--- config.mk ---
export PLATFORM = sky130hd
export DESIGN_NAME = countdown_timer
export DESIGN_NICKNAME = d
export VERILOG_FILES = /design/src/rtl/timer_defs.sv /design/src/rtl/countdown_core.sv /design/src/rtl/countdown_timer.sv
export SDC_FILE = /design/constraint.sdc
export NUM_CORES = 1
export LEC_CHECK = 0
export BUFFER_PORTS_ARGS = -buffer_cell sky130_fd_sc_hd__buf_2
export CAP_MARGIN = 20
export CORE_MARGIN = 4
export CORE_UTILIZATION = 45
export DETAILED_ROUTE_END_ITERATION = 16
export PLACE_DENSITY = 0.7
export SLEW_MARGIN = 30
export SYNTH_ARGS = -nofsm -noshare
export SYNTH_HDL_FRONTEND = slang
export SYNTH_SLANG_ARGS = --single-unit
--- constraint.sdc ---
create_clock -name clk -period 2.9 [get_ports clk]
set_clock_uncertainty 0.15 [all_clocks]
set_input_delay 0.58 -clock clk [delete_from_list [all_inputs] [get_ports clk]]
set_output_delay 0.58 -clock clk [all_outputs]
set_load 0.01 [all_outputs]
--- src/rtl/timer_defs.sv ---
// timer_defs: shared state encodings for countdown_timer.
// The numeric state codes are the ones seen on the countdown_timer
// 'state' output, so testbenches import this package to decode it.
package timer_defs;

  localparam logic [1:0] ST_IDLE = 2'd0;
  localparam logic [1:0] ST_RUN  = 2'd1;
  localparam logic [1:0] ST_HOLD = 2'd2;
  localparam logic [1:0] ST_DONE = 2'd3;

  typedef enum logic [1:0] {
    S_IDLE = ST_IDLE,
    S_RUN  = ST_RUN,
    S_HOLD = ST_HOLD,
    S_DONE = ST_DONE
  } state_e;

endpackage

--- src/rtl/countdown_core.sv ---
// countdown_core: loadable, holdable down-count register with zero detect.
// Ports:
//   i_clk       clock, rising edge
//   i_rst       synchronous active-high reset, clears the count
//   i_clear     synchronous clear of the count
//   i_load      load i_load_val into the count
//   i_load_val  value loaded on i_load
//   i_dec       decrement request; never takes the count below zero
//   o_count     registered count
//   o_zero      count == 0
//   o_one       count == 1 (the next decrement reaches zero)
// Priority: reset/clear, then load, then decrement.
module countdown_core #(
  parameter int WIDTH = 4
) (
  input  logic             i_clk,
  input  logic             i_rst,
  input  logic             i_clear,
  input  logic             i_load,
  input  logic [WIDTH-1:0] i_load_val,
  input  logic             i_dec,
  output logic [WIDTH-1:0] o_count,
  output logic             o_zero,
  output logic             o_one
);

  logic [WIDTH-1:0] r_count;

  always_ff @(posedge i_clk) begin
    if (i_rst || i_clear) begin
      r_count <= '0;
    end else if (i_load) begin
      r_count <= i_load_val;
    end else if (i_dec && (r_count != '0)) begin
      r_count <= r_count - WIDTH'(1);
    end
  end

  assign o_count = r_count;
  assign o_zero  = (r_count == '0);
  assign o_one   = (r_count == WIDTH'(1));

endmodule

--- src/rtl/countdown_timer.sv ---
// countdown_timer: FSM-controlled countdown timer with hold, abort and
// optional auto-reload of the last loaded value.
// Ports:
//   clk       clock, rising edge
//   rst       synchronous active-high reset
//   start     load load_val and begin counting (accepted in IDLE/DONE only)
//   load_val  start value, sampled on an accepted start
//   hold      freezes the countdown while high
//   abort     cancels any countdown, returns to IDLE with count=0
//   count     registered current count
//   busy      registered, high in RUN and HOLD
//   done      registered, high exactly while in DONE (one cycle per expiry)
//   state     registered FSM state (timer_defs encodings)
// Per-edge priority: rst, abort, start, hold, decrement.
module countdown_timer
  import timer_defs::*;
#(
  parameter int WIDTH  = 4,
  parameter bit RELOAD = 1'b0
) (
  input  logic             clk,
  input  logic             rst,
  input  logic             start,
  input  logic [WIDTH-1:0] load_val,
  input  logic             hold,
  input  logic             abort,
  output logic [WIDTH-1:0] count,
  output logic             busy,
  output logic             done,
  output logic [1:0]       state
);

  state_e           r_state;
  state_e           w_next;
  logic [WIDTH-1:0] r_reload;
  logic             r_busy;
  logic             r_done;

  logic             w_accept;
  logic             w_load;
  logic [WIDTH-1:0] w_load_val;
  logic             w_clear;
  logic             w_dec;
  logic [WIDTH-1:0] w_count;
  logic             w_zero;
  logic             w_one;

  // Datapath control. A start is only accepted when no countdown is in
  // progress; in DONE without a start the reload value is re-armed when
  // auto-reload is enabled, otherwise the count is cleared.
  always_comb begin
    w_accept   = 1'b0;
    w_load     = 1'b0;
    w_load_val = r_reload;
    w_clear    = 1'b0;
    w_dec      = 1'b0;
    if (abort) begin
      w_clear = 1'b1;
    end else begin
      case (r_state)
        S_IDLE: begin
          w_accept = start;
        end
        S_DONE: begin
          w_accept = start;
          if (!start) begin
            w_load  = RELOAD;
            w_clear = !RELOAD;
          end
        end
        S_RUN:   w_dec = !hold;
        default: ;
      endcase
    end
    if (w_accept) begin
      w_load     = 1'b1;
      w_load_val = load_val;
    end
  end

  // Next-state logic. A load of zero expires immediately.
  always_comb begin
    w_next = r_state;
    if (abort) begin
      w_next = S_IDLE;
    end else begin
      case (r_state)
        S_IDLE: begin
          if (w_load) w_next = (w_load_val == '0) ? S_DONE : S_RUN;
        end
        S_RUN: begin
          if (hold)                w_next = S_HOLD;
          else if (w_one || w_zero) w_next = S_DONE;
        end
        S_HOLD: begin
          if (!hold) w_next = S_RUN;
        end
        S_DONE: begin
          if (w_load) w_next = (w_load_val == '0) ? S_DONE : S_RUN;
          else        w_next = S_IDLE;
        end
        default: w_next = S_IDLE;
      endcase
    end
  end

  always_ff @(posedge clk) begin
    if (rst) begin
      r_state  <= S_IDLE;
      r_reload <= '0;
      r_busy   <= 1'b0;
      r_done   <= 1'b0;
    end else begin
      r_state <= w_next;
      if (w_accept) r_reload <= load_val;
      r_busy  <= (w_next == S_RUN) || (w_next == S_HOLD);
      r_done  <= (w_next == S_DONE);
    end
  end

  countdown_core #(
    .WIDTH(WIDTH)
  ) u_core (
    .i_clk      (clk),
    .i_rst      (rst),
    .i_clear    (w_clear),
    .i_load     (w_load),
    .i_load_val (w_load_val),
    .i_dec      (w_dec),
    .o_count    (w_count),
    .o_zero     (w_zero),
    .o_one      (w_one)
  );

  assign count = w_count;
  assign busy  = r_busy;
  assign done  = r_done;
  assign state = r_state;

endmodule

# Word level (Yosys, flattened, before mapping)
# Cells that the tools add are included.
[word_totals]
reg_bits = 12
word_cells = 43
[op_classes]
n_addsub = 1
eq_ne = 7
n_mux = 19
n_reduce_logical = 11
[op_table]
columns = ["cell", "count"]
rows = [
  ["2-to-1 mux 2 bit", 7],
  ["2-to-1 mux 4 bit", 3],
  ["equality test 2 bit, second input constant", 4],
  ["zero test 4 bit", 2],
  ["2-to-1 mux 1 bit", 8],
  ["one-hot mux 2 bit (4 select lines)", 1],
  ["equality test 2 x 1 -> 1 bit, second input constant", 2],
  ["equality test 4 x 1 -> 1 bit, second input constant", 1],
  ["nonzero test 4 bit", 1],
  ["subtractor 4 x 1 -> 4 bit, second input constant", 1],
  ["logical OR 1 bit", 3],
  ["zero test 2 bit", 1],
  ["nonzero test 2 bit", 1],
  ["OR reduction 2 bit", 1],
  ["logical AND 1 bit", 1],
  ["zero test 1 bit", 1],
]

# Depth between registers and ports, before layout
# Gate-level depths: netlist of the first run.
[logic_depth]
word_depth = 12
ltp_mapped = 8
ltp_nobuf = 8

# Modules after synthesis
# From an unflattened synthesis of the first run, not the netlist that was laid out.
[hier_totals]
hier_cells = 84
hier_area_um2 = 747.0
[modules_own_cells]
columns = ["module", "instances", "cells_per_inst", "area_each_um2", "seq_area_each_um2"]
rows = [
  ["countdown_timer", 1, 51, 478.0, 160.2],
  ["countdown_core", 1, 33, 269.0, 80.1],
]

# Worst setup path before layout of the first run
# Ideal clock, no wire load.
[synth_path]
path_type = "register to register"
start = "register r_state[0], in the netlist state[0]"
end = "register r_busy, in the netlist busy"
setup_ps = 123
t_arrival_ps = 1875
required_ps = 2627
path_slack_ps = 752
path_stages_with_launch = 9
n_path_buf = 0
period_less_slack_ps = 2148
cell_sequence = "dfxtp_1 -> inv_1 -> ha_1 -> or3b_1 -> nand2_1 -> and3_1 -> nor3_1 -> ha_1 -> nor2b_1"
[synth_via]
elab_chain_len = 12
word_cells_on_any_way = 21
classes_between = "eq/ne (5); mux (12); reduce/logical (4)"
[synth_rtl]
columns = ["item", "line", "rtl"]
rows = [
  ["start: declaration", "countdown_timer.sv:33", "state_e r_state;"],
  ["start signal: assignment", "countdown_timer.sv:114", "r_state <= w_next;"],
  ["equality test 2 bit / zero test 2 bit (equally long branches)", "countdown_timer.sv:60, countdown_timer.sv:87", ""],
  ["OR reduction 2 bit (no line)", "n/a", ""],
  ["2-to-1 mux 1 bit", "countdown_timer.sv:60", "case (r_state)"],
  ["2-to-1 mux 1 bit", "countdown_timer.sv:57", "if (abort) begin"],
  ["2-to-1 mux 4 bit", "countdown_timer.sv:75", "if (w_accept) begin"],
  ["zero test 4 bit", "countdown_timer.sv:89, countdown_timer.sv:99", ""],
  ["2-to-1 mux 2 bit", "countdown_timer.sv:89, countdown_timer.sv:99", ""],
  ["2-to-1 mux 2 bit (on tied branches)", "countdown_timer.sv:99, countdown_timer.sv:89", ""],
  ["one-hot mux 2 bit (4 select lines) *", "countdown_timer.sv:87", "case (r_state)"],
  ["2-to-1 mux 2 bit *", "countdown_timer.sv:84", "if (abort) begin"],
  ["net w_next[1]", "countdown_timer.sv:34", "state_e w_next;"],
  ["equality test 2 x 1 -> 1 bit / equality test 2 bit (equally long branches)", "countdown_timer.sv:116", "r_busy <= (w_next == S_RUN) || (w_next == S_HOLD);"],
  ["logical OR 1 bit *", "countdown_timer.sv:116", ""],
  ["end signal: assignment", "countdown_timer.sv:116", ""],
  ["end: declaration", "countdown_timer.sv:36", "logic r_busy;"],
]
# The timed path passes the listed nets; every way through them passes the cells marked *.
# A chain may end at the register's enable or synchronous reset.

# Worst setup path in the final report of the first run
[layout_path]
start = "register r_state[1], in the netlist state[1]"
end = "register r_busy, in the netlist busy"
# The elaborated chain is that of the path after synthesis.

==> flow_metrics.py, run 1 <==
metrics = {
    "critical_path": {
        "r2r_cells": 8,
        "start_kind": "flip-flop",
        "critPathMaxFanout": 7,
        "critPathArrivalTime_ps": 2330,
        "crit_chain": "inv_1, ha_1, or3b_1, nand2_1, and3_1, nor3_1, ha_1, nor2b_1",
        "crit_path_top_delay_cell": "or3b_1",
        "cpMostUsedCell": "ha_1",
        "r2r_start": "state[1]",
        "critPathKind": "flip-flop to flip-flop",
        "cpPeakStageDelay_ps": 470,
        "crit_path_end_kind": "flip-flop",
        "setup.worst_path.start": "state[1]",
        "timing.rr.end": "busy",
        "rrSetupSlack_ps": 560,
        "crit_end": "busy",
        "crit_required_ps": 2890,
    },
    "logic_synthesis": {
        "seq_area_frac_synth_pct": 25.91,
        "synth_cells": 69,
        "synth.distinct_cells": 30,
        "syn_nets": 85,
        "syn_area_per_cell_sq_um": 8.958,
        "ys_warn_count": 0,
        "syn_area_sq_um": 618.1,
        "synth-seq-cells": 8,
    },
    "sta": {
        "slew-limit-headroom_pct": 63.71,
        "setup_violations": 0,
        "rsz0062_at_grt": "false",
        "worst_pin_slew_ps": 538.6,
        "fmax_ghz": 0.4269,
        "hold_ws_ps": 423.7,
        "slew_viol_final": 0,
        "period_share_pct": 80.77,
        "tns_ps": 0,
        "layout_min_cycle_time_ps": 2342,
        "finalHoldViolations": 0,
    },
    "clock_tree": {
        "cts_resized": 0,
        "cts_tree": "yes",
        "clkSlewWorstSetupHoldPaths_ps": 50,
        "numCtsBuffers": 3,
        "cts_root_buf": "clkbuf_4",
        "htreeDepth": 1,
        "insertion_delay_ps": 250,
        "cts_setup_buffers": 0,
        "cts.sinks": 8,
        "ctsHoldBuffers": 0,
        "cts.path.max_buffers": 2,
    },
    "die": {
        "std_cell_rows": 13,
        "die_area_sq_um": 2030,
        "die-height_um": 45.06,
        "fp.coreArea_sq_um": 1301,
        "start_util_pct": 47.50,
        "io_pins": 17,
        "die_w_um": 45.06,
    },
    "place": {
        "place_hpwl_um": 990.6,
        "port_buffers": 16,
        "placedCellCount": 97,
        "routabilityCongestion": 0.8667,
    },
    "grt": {
        "use_met1_pct": 16.91,
        "antenna_found_initial": 0,
        "busiest_layer": "met2",
        "met3_usage_pct": 5.976,
        "grt_pass1_wl_um": 2159,
        "grt_max_degree": 9,
        "grt_pass1_vias": 527,
        "gr-total-overflow": 0,
        "grt_usage_pct": 14.37,
        "grt.met2_usage_pct": 24.01,
    },
    "pwr": {
        "p_total_uw": 278.8,
        "ir_drop_v": 0.0003501,
        "powerDensity_nw_per_um2": 387.5,
        "p_leak_nw": 0.3218,
    },
    "route": {
        "drt_first_pass_iters": 4,
        "wl_per_cell_um": 11.90,
        "viasPerCell": 5.490,
        "wl_um": 1190,
        "vias": 549,
        "drc": 0,
        "ant_nets": 0,
        "drt_iter0_markers": 5,
    },
    "status": {
        "outcome": "completed",
    },
    "flow_run": {
        "maxCapViolCount": 0,
    },
    "final_layout": {
        "diodes": 0,
        "syn_to_final_growth_pct": 16.40,
        "drive_gt1_share_pct": 28.24,
        "utilization_pct": 55.29,
        "final_cells": 100,
        "layout.nets": 103,
    },
    "hold_path": {
        "hold_class": "input pin to flip-flop",
    },
}
## logic make-up after synthesis
family                     share of synthesized area, %
DFF                                               25.91
AOI/OAI and AO/OA                                 20.04
and+or+nand+nor                                   29.15
adders and majority gates                         14.17
xor gates and xnor gates                          2.835
muxes                                             1.619
buffers and inverters                             6.274
## where the power goes
group	leakage (nW)	total [mW]	internal, mW	switching [mW]
Combinational	0.243	0.0762	0.0346	0.0416
Clock	0.0138	0.0811	0.0471	0.0341
Sequential	0.0651	0.121	0.116	0.00535
## per-layer routing
layer | wire length, um | up-vias
met5 | 0 | -
met4 | 10 | 0
met3 | 99 | 2
met2 | 591 | 21
met1 | 489 | 247
li1 | - | 279
## how the worst min path moves through the flow
| stage | startpoint | endpoint | slack [ps] | cells after the start |
|---|---|---|---|---|
| final | rst | done | 420 | 2 |
| after CTS | rst | done | 420 | 2 |
| after floorplan | u_core.o_count[3] | u_core.o_count[3] | 490 | 2 |
| after global routing | rst | done | 430 | 2 |
| after global placement | u_core.o_count[0] | u_core.o_count[0] | 520 | 3 |
| after detailed placement | u_core.o_count[0] | u_core.o_count[0] | 510 | 3 |
## layout by cell type, fill, tap and decap left out
| cell type | count |
|---|---|
| nand3b_1 | 1 |
| a31oi_1 | 3 |
| a31o_1 | 1 |
| mux2i_1 | 1 |
| clkbuf_4 | 3 |
| a2111oi_2 | 1 |
| and3_1 | 2 |
| xnor2_1 | 1 |
| buf_2 | 16 |
| nor3b_1 | 1 |
| ha_1 | 7 |
| nor3_1 | 3 |
| xor2_1 | 1 |
| nor4_2 | 1 |
| nand2b_1 | 2 |
| nor2b_1 | 3 |
| o31a_1 | 1 |
| nor2_1 | 7 |
| inv_1 | 5 |
| o21a_1 | 1 |
| a2bb2o_1 | 1 |
| nor3b_4 | 2 |
| a211oi_1 | 4 |
| nor4_1 | 1 |
| o21ai_0 | 2 |
| or3b_1 | 1 |
| dfxtp_1 | 8 |
| a221oi_2 | 1 |
| nand2_1 | 4 |
## registers in the layout, summed over array words and instances (netlist names)
register	flops
u_core.o_count	4
state	2
busy	1
done	1
## cells in the mapped netlist
cell type | number | share of area, %
a2bb2o_1 | 1 | 1.6
mux2i_1 | 1 | 1.6
or3b_1 | 1 | 1.4
nand2b_1 | 2 | 2.0
nor4_2 | 1 | 2.0
nand3b_1 | 1 | 1.2
clkbuf_1 | 1 | 0.61
a31o_1 | 1 | 1.4
buf_2 | 1 | 0.81
a31oi_1 | 3 | 3.0
nand2_1 | 4 | 2.4
nor3b_1 | 1 | 1.2
xor2_1 | 1 | 1.4
buf_6 | 1 | 1.8
nor4_1 | 1 | 1.0
o21a_1 | 1 | 1.2
and3_1 | 2 | 2.0
o31a_1 | 1 | 1.4
ha_1 | 7 | 14
a221oi_2 | 1 | 2.4
dfxtp_1 | 8 | 26
o21ai_0 | 2 | 1.6
inv_1 | 5 | 3.0
nor2b_1 | 3 | 3.0
xnor2_1 | 1 | 1.4
nor3b_4 | 2 | 6.1
nor2_1 | 7 | 4.3
nor3_1 | 3 | 2.4
a2111oi_2 | 1 | 2.4
a211oi_1 | 4 | 4.9
## metrics by stage
step	setup slack (ps)	instance area [sq um]
6_report	557.6	719.4
5_1_grt	428.9	719.4
4_1_cts	573.5	719.4
3_5_place_dp	586.5	696.9
3_3_place_gp	598.1	696.9
2_1_floorplan	752.1	618.1
## layout make-up
| cell class | instances | area [sq um] |
|---|---|---|
| repair buffers | 16 | 80.08 |
| clock buffers | 3 | 22.52 |
| inverters | 5 | 18.77 |
| well taps | 15 | 18.77 |
| flip-flops and latches | 8 | 160.2 |
| fillers | 130 | 581.8 |
| multi-input cells | 53 | 419.2 |
## critical path, delay by kind of cell, from the launching register on
kind                     cells  cell delay [ps]
AND/OR/NAND/NOR              5              950
adder cells (fa/ha/maj)      2              600
buffers and inverters        1              100
flip-flops                   1              440
(Power assumes the default switching activity.)
==> run 2: changes to the inputs <==
==> constraint.sdc (replaced) <==
create_clock -name clk -period 2.32 [get_ports clk]
set_clock_uncertainty 0.15 [all_clocks]
set_input_delay 0.464 -clock clk [delete_from_list [all_inputs] [get_ports clk]]
set_output_delay 0.464 -clock clk [all_outputs]
set_load 0.01 [all_outputs]
==> run 2 against run 1 <==
Worst hold slack worse by 140 ps. Via count rose by 1.5%. Largest cell class unchanged. Power up 33%. Sequential share of layout area is 0.90 points lower. Sequential power rose by 25%. Final cell count increased by 3.0%. Non-clock buffer count rose by 3. Sequential cell count unchanged.
==> flow_metrics.py, run 2 (synthesis gave the netlist of run 1 again) <==
metrics = {
    "clock_tree": {
        "cts_tree": "yes",
        "clkSlewWorstSetupHoldPaths_ps": 60,
        "cts_root_buf": "clkbuf_4",
        "cts.sinks": 8,
        "insertion_delay_ps": 260,
        "cts.path.max_buffers": 2,
        "htreeDepth": 1,
        "ctsHoldBuffers": 0,
        "numCtsBuffers": 3,
    },
    "final_layout": {
        "utilization_pct": 58.08,
        "diodes": 0,
        "syn_to_final_growth_pct": 22.27,
        "final_area_sq_um": 755.7,
        "drive_gt1_share_pct": 32.95,
        "mostFrequentLayoutCells": "buf_2 (16), nor2_1 (7), dfxtp_1 (7)",
        "layout.nets": 106,
        "final_common_cell": "buf_2",
        "largest_reg_flops": 4,
        "num-fill-cells": 117,
    },
    "critical_path": {
        "crit_family": "simple AND/OR/NAND/NOR gates",
        "start_kind": "flip-flop",
        "critPathKind": "flip-flop to flip-flop",
        "r2r_cells": 8,
        "crit_required_ps": 2320,
        "crit_path_top_delay_cell": "dfxtp_2",
        "cp_num_buf_inv": 1,
        "timing.rr.end": "busy",
        "critPathMaxFanout": 5,
        "setup.worst_path.start": "state[0]",
        "crit_chain": "inv_1, ha_4, nor3b_4, a31oi_1, o21a_1, nor3_1, ha_1, nor2b_1",
        "crit_path_end_kind": "flip-flop",
        "r2r_start": "state[0]",
        "critPathArrivalTime_ps": 2130,
        "cpPeakStageDelay_ps": 360,
        "rrSetupSlack_ps": 190,
    },
    "hold_path": {
        "hold_class": "input pin to flip-flop",
        "hold_start": "rst",
        "min_to": "state[0]",
        "hold_path_depth": 2,
    },
    "route": {
        "drt_first_pass_iters": 4,
        "drc": 0,
        "wl_um": 1347,
        "wl_per_cell_um": 13.08,
        "ant_nets": 0,
        "viasPerCell": 5.408,
        "drt_iter0_markers": 9,
        "vias": 557,
    },
    "grt": {
        "gr-total-overflow": 0,
        "grt_max_degree": 9,
        "grt_pass1_wl_um": 2166,
        "antenna_found_initial": 0,
        "grt_usage_pct": 15.35,
        "grt_pass1_vias": 508,
    },
    "place": {
        "port_buffers": 16,
        "placed_cell_area_sq_um": 711.9,
        "routabilityCongestion": 0.8652,
        "place_hpwl_um": 1049,
    },
    "sta": {
        "fmax_ghz": 0.4702,
        "setup_violations": 0,
        "rsz0062_at_grt": "false",
        "worst_pin_slew_ps": 554.2,
        "slew_viol_final": 0,
        "tns_ps": 0,
        "layout_min_cycle_time_ps": 2127,
        "finalHoldViolations": 0,
        "period_share_pct": 91.67,
        "slew-limit-headroom_pct": 62.66,
    },
    "pwr": {
        "ir_drop_v": 0.0003375,
        "powerDensity_nw_per_um2": 489.9,
        "p_leak_nw": 0.3383,
    },
    "status": {
        "outcome": "completed",
    },
    "die": {
        "std_cell_rows": 13,
        "die_w_um": 45.06,
        "start_util_pct": 47.50,
        "io_pins": 17,
        "die_area_sq_um": 2030,
        "fp.coreArea_sq_um": 1301,
        "die-height_um": 45.06,
    },
    "flow_run": {
        "maxCapViolCount": 0,
    },
}
-- run 2: changes by cell type in the layout (fill, tap and decap cells not counted), sizes merged --
cell	previous run	this run
buf	16	19
-- run 2: routing by layer --
| layer | up-vias | wire (um) | global-route usage, % |
|---|---|---|---|
| met5 | - | 0 | 0 |
| met4 | 0 | 28 | 12.28 |
| met3 | 3 | 54 | 3.187 |
| met2 | 11 | 639 | 22.60 |
| met1 | 255 | 625 | 19.08 |
| li1 | 288 | - | - |
-- run 2: worst max path at each step --
stage                end  slack, ps  cells past startpoint
floorplan           busy        170                      8
global placement    busy        140                      8
detailed placement  busy         40                      8
CTS                 busy         20                      8
global route        busy         70                      8
finish              busy        190                      8
-- run 2: what timing repair did --
item / 4_1_cts / 5_1_grt
setup buffers: 0 / 1
hold endpoints to repair: 0 / 0
setup endpoints to repair: 0 / 1
gates resized for setup: 0 / 2
-- run 2: cell type report --
cell class	count	area, sq um	area share [%]
tap	15	18.77	2.483
sequential	8	161.4	21.36
clock buffer	3	22.52	2.980
inverter	5	18.77	2.483
timing repair buffer	19	102.6	13.58
multi-input combinational	53	431.7	57.12
-- run 2: per-stage QoR --
stage	instances	hold WS (ps)	power, mW	worst slack [ps]
finish	103	282.6	0.3702	193.4
CTS	102	273.9	0.3696	17.34
floorplan	69	494.0	0.2243	172.1
global placement	99	509.0	0.2510	141.1
global route	103	291.1	0.3965	66.76
detailed placement	99	506.1	0.2534	38.49
-- run 2: worst register-to-register path, stage by stage, from the launching register on --
cell     delay [ps]
dfxtp_2         360
inv_1           110
ha_4            270
nor3b_4         270
a31oi_1         120
o21a_1          150
nor3_1          200
ha_1            260
nor2b_1         130
-- run 2: power by group --
group / switching (mW) / internal (mW) / total [mW] / leakage, nW
Clock: 0.0524 / 0.0595 / 0.112 / 0.0138
Combinational: 0.0556 / 0.0518 / 0.107 / 0.259
Sequential: 0.00573 / 0.145 / 0.151 / 0.0655
==> run 3: changes to the inputs <==
--- a/config.mk
+++ b/config.mk
@@ -10,7 +10,7 @@
 export CORE_MARGIN = 4
 export CORE_UTILIZATION = 45
 export DETAILED_ROUTE_END_ITERATION = 16
-export PLACE_DENSITY = 0.7
+export PLACE_DENSITY_LB_ADDON = 0.15
 export SLEW_MARGIN = 30
 export SYNTH_ARGS = -nofsm -noshare
 export SYNTH_HDL_FRONTEND = slang
==> run 3 against run 2 <==
Via count up 3.4%. Power is 1.4% lower. Design area stayed put. Register-to-register slack improved by 20 ps. Core utilization did not move. Sequential cell count unchanged. Fmax rose by 1.1%. Largest power group unchanged.
==> flow_metrics.py, run 3 (synthesis gave the netlist of run 1 again) <==
metrics = {
    "status": {
        "outcome": "completed",
    },
    "flow_run": {
        "maxCapViolCount": 0,
    },
    "route": {
        "ant_nets": 0,
        "drt_first_pass_iters": 4,
        "drc": 0,
        "vias": 576,
        "wl_um": 1279,
        "drt_iter0_markers": 6,
        "viasPerCell": 5.592,
        "wl_per_cell_um": 12.42,
    },
    "clock_tree": {
        "clkSlewWorstSetupHoldPaths_ps": 50,
        "htreeDepth": 1,
        "cts_root_buf": "clkbuf_4",
        "cts.sinks": 8,
        "insertion_delay_ps": 250,
        "numCtsBuffers": 3,
        "cts_tree": "yes",
        "cts.path.max_buffers": 2,
    },
    "critical_path": {
        "crit_chain": "inv_1, ha_4, nor3b_4, a31oi_1, o21a_1, nor3_1, ha_1, nor2b_1",
        "crit_path_end_kind": "flip-flop",
        "cp_num_buf_inv": 1,
        "cpPeakStageDelay_ps": 350,
        "critPathArrivalTime_ps": 2100,
        "critPathMaxFanout": 5,
        "cp.depth": 8,
        "crit_family": "simple AND/OR/NAND/NOR gates",
        "crit_path_top_delay_cell": "dfxtp_2",
        "start_kind": "flip-flop",
        "crit_required_ps": 2320,
        "critPathKind": "flip-flop to flip-flop",
        "r2r_cells": 8,
    },
    "final_layout": {
        "final_cells": 103,
        "largest_reg_flops": 4,
        "final_area_sq_um": 755.7,
        "drive_gt1_share_pct": 32.95,
        "syn_to_final_growth_pct": 22.27,
        "final_common_cell": "buf_2",
        "utilization_pct": 58.08,
        "diodes": 0,
        "mostFrequentLayoutCells": "buf_2 (16), nor2_1 (7), dfxtp_1 (7)",
        "layout.nets": 106,
    },
    "grt": {
        "grt_usage_pct": 14.91,
        "grt_max_degree": 9,
        "grt_pass1_wl_um": 2194,
        "antenna_found_initial": 0,
        "gr-total-overflow": 0,
        "grt_pass1_vias": 551,
    },
    "pwr": {
        "p_total_uw": 364.9,
        "p_leak_nw": 0.3383,
        "powerDensity_nw_per_um2": 482.9,
        "ir_drop_v": 0.0003736,
    },
    "place": {
        "place_hpwl_um": 1033,
        "placed_cell_area_sq_um": 711.9,
        "placedCellCount": 99,
        "routabilityCongestion": 0.8260,
        "port_buffers": 16,
    },
    "die": {
        "std_cell_rows": 13,
        "die_w_um": 45.06,
        "fp.coreArea_sq_um": 1301,
        "die_area_sq_um": 2030,
        "start_util_pct": 47.50,
        "die-height_um": 45.06,
        "io_pins": 17,
    },
    "sta": {
        "rsz0062_at_grt": "false",
        "layout_min_cycle_time_ps": 2104,
        "finalHoldViolations": 0,
        "worst_pin_slew_ps": 552.3,
        "slew-limit-headroom_pct": 62.79,
        "setup_violations": 0,
        "period_share_pct": 90.69,
        "slew_viol_final": 0,
        "fmax_ghz": 0.4753,
        "tns_ps": 0,
    },
    "hold_path": {
        "hold_path_depth": 2,
        "hold_class": "input pin to flip-flop",
    },
}
==> run 3: cell type report <==
class                           count  area [sq um]
Fill cell                         128         545.5
Multi-Input combinational cell     53         431.7
Sequential cell                     8         161.4
Timing Repair Buffer               19         102.6
Clock buffer                        3         22.52
Inverter                            5         18.77
Tap cell                           15         18.77
==> run 3: stage by stage <==
step                      hold slack (ps)  worst slack (ps)
after global placement              505.6             136.1
final                               297.9             215.9
after detailed placement            508.3             93.34
after CTS                           299.6             70.48
after global routing                307.7             76.48
after floorplan                     494.0             172.1
==> run 3: layer usage <==
metal	share of wire (%)	routed length, um	global-route usage [%]
met5	0	0	0
met4	1.1	14	5.263
met3	6.6	85	4.781
met2	46	583	24.29
met1	47	596	18.27
==> run 3: timing repair <==
action	in CTS	in global routing
buffers inserted	0	1
hold buffers	0	0
endpoints found under the setup margin	0	1
gates resized for setup	0	2
==> run 3: report_power, final <==
| part | internal (mW) | switching, mW | leakage [nW] | total (mW) |
|---|---|---|---|---|
| logic | 0.0514 | 0.0553 | 0.259 | 0.107 |
| registers | 0.145 | 0.00563 | 0.0655 | 0.151 |
| clock network | 0.0593 | 0.0481 | 0.0138 | 0.107 |
| total | 0.256 | 0.109 | 0.338 | 0.365 |
==> run 3: final timing paths <==
| check | start | end | slack [ps] |
|---|---|---|---|
| worst max-delay path | state[0] | busy | 220 |
| worst min-delay path | rst | busy | 300 |
| worst max register to register | state[0] | busy | 220 |
| worst min register to register | u_core.o_count[0] | u_core.o_count[0] | 510 |
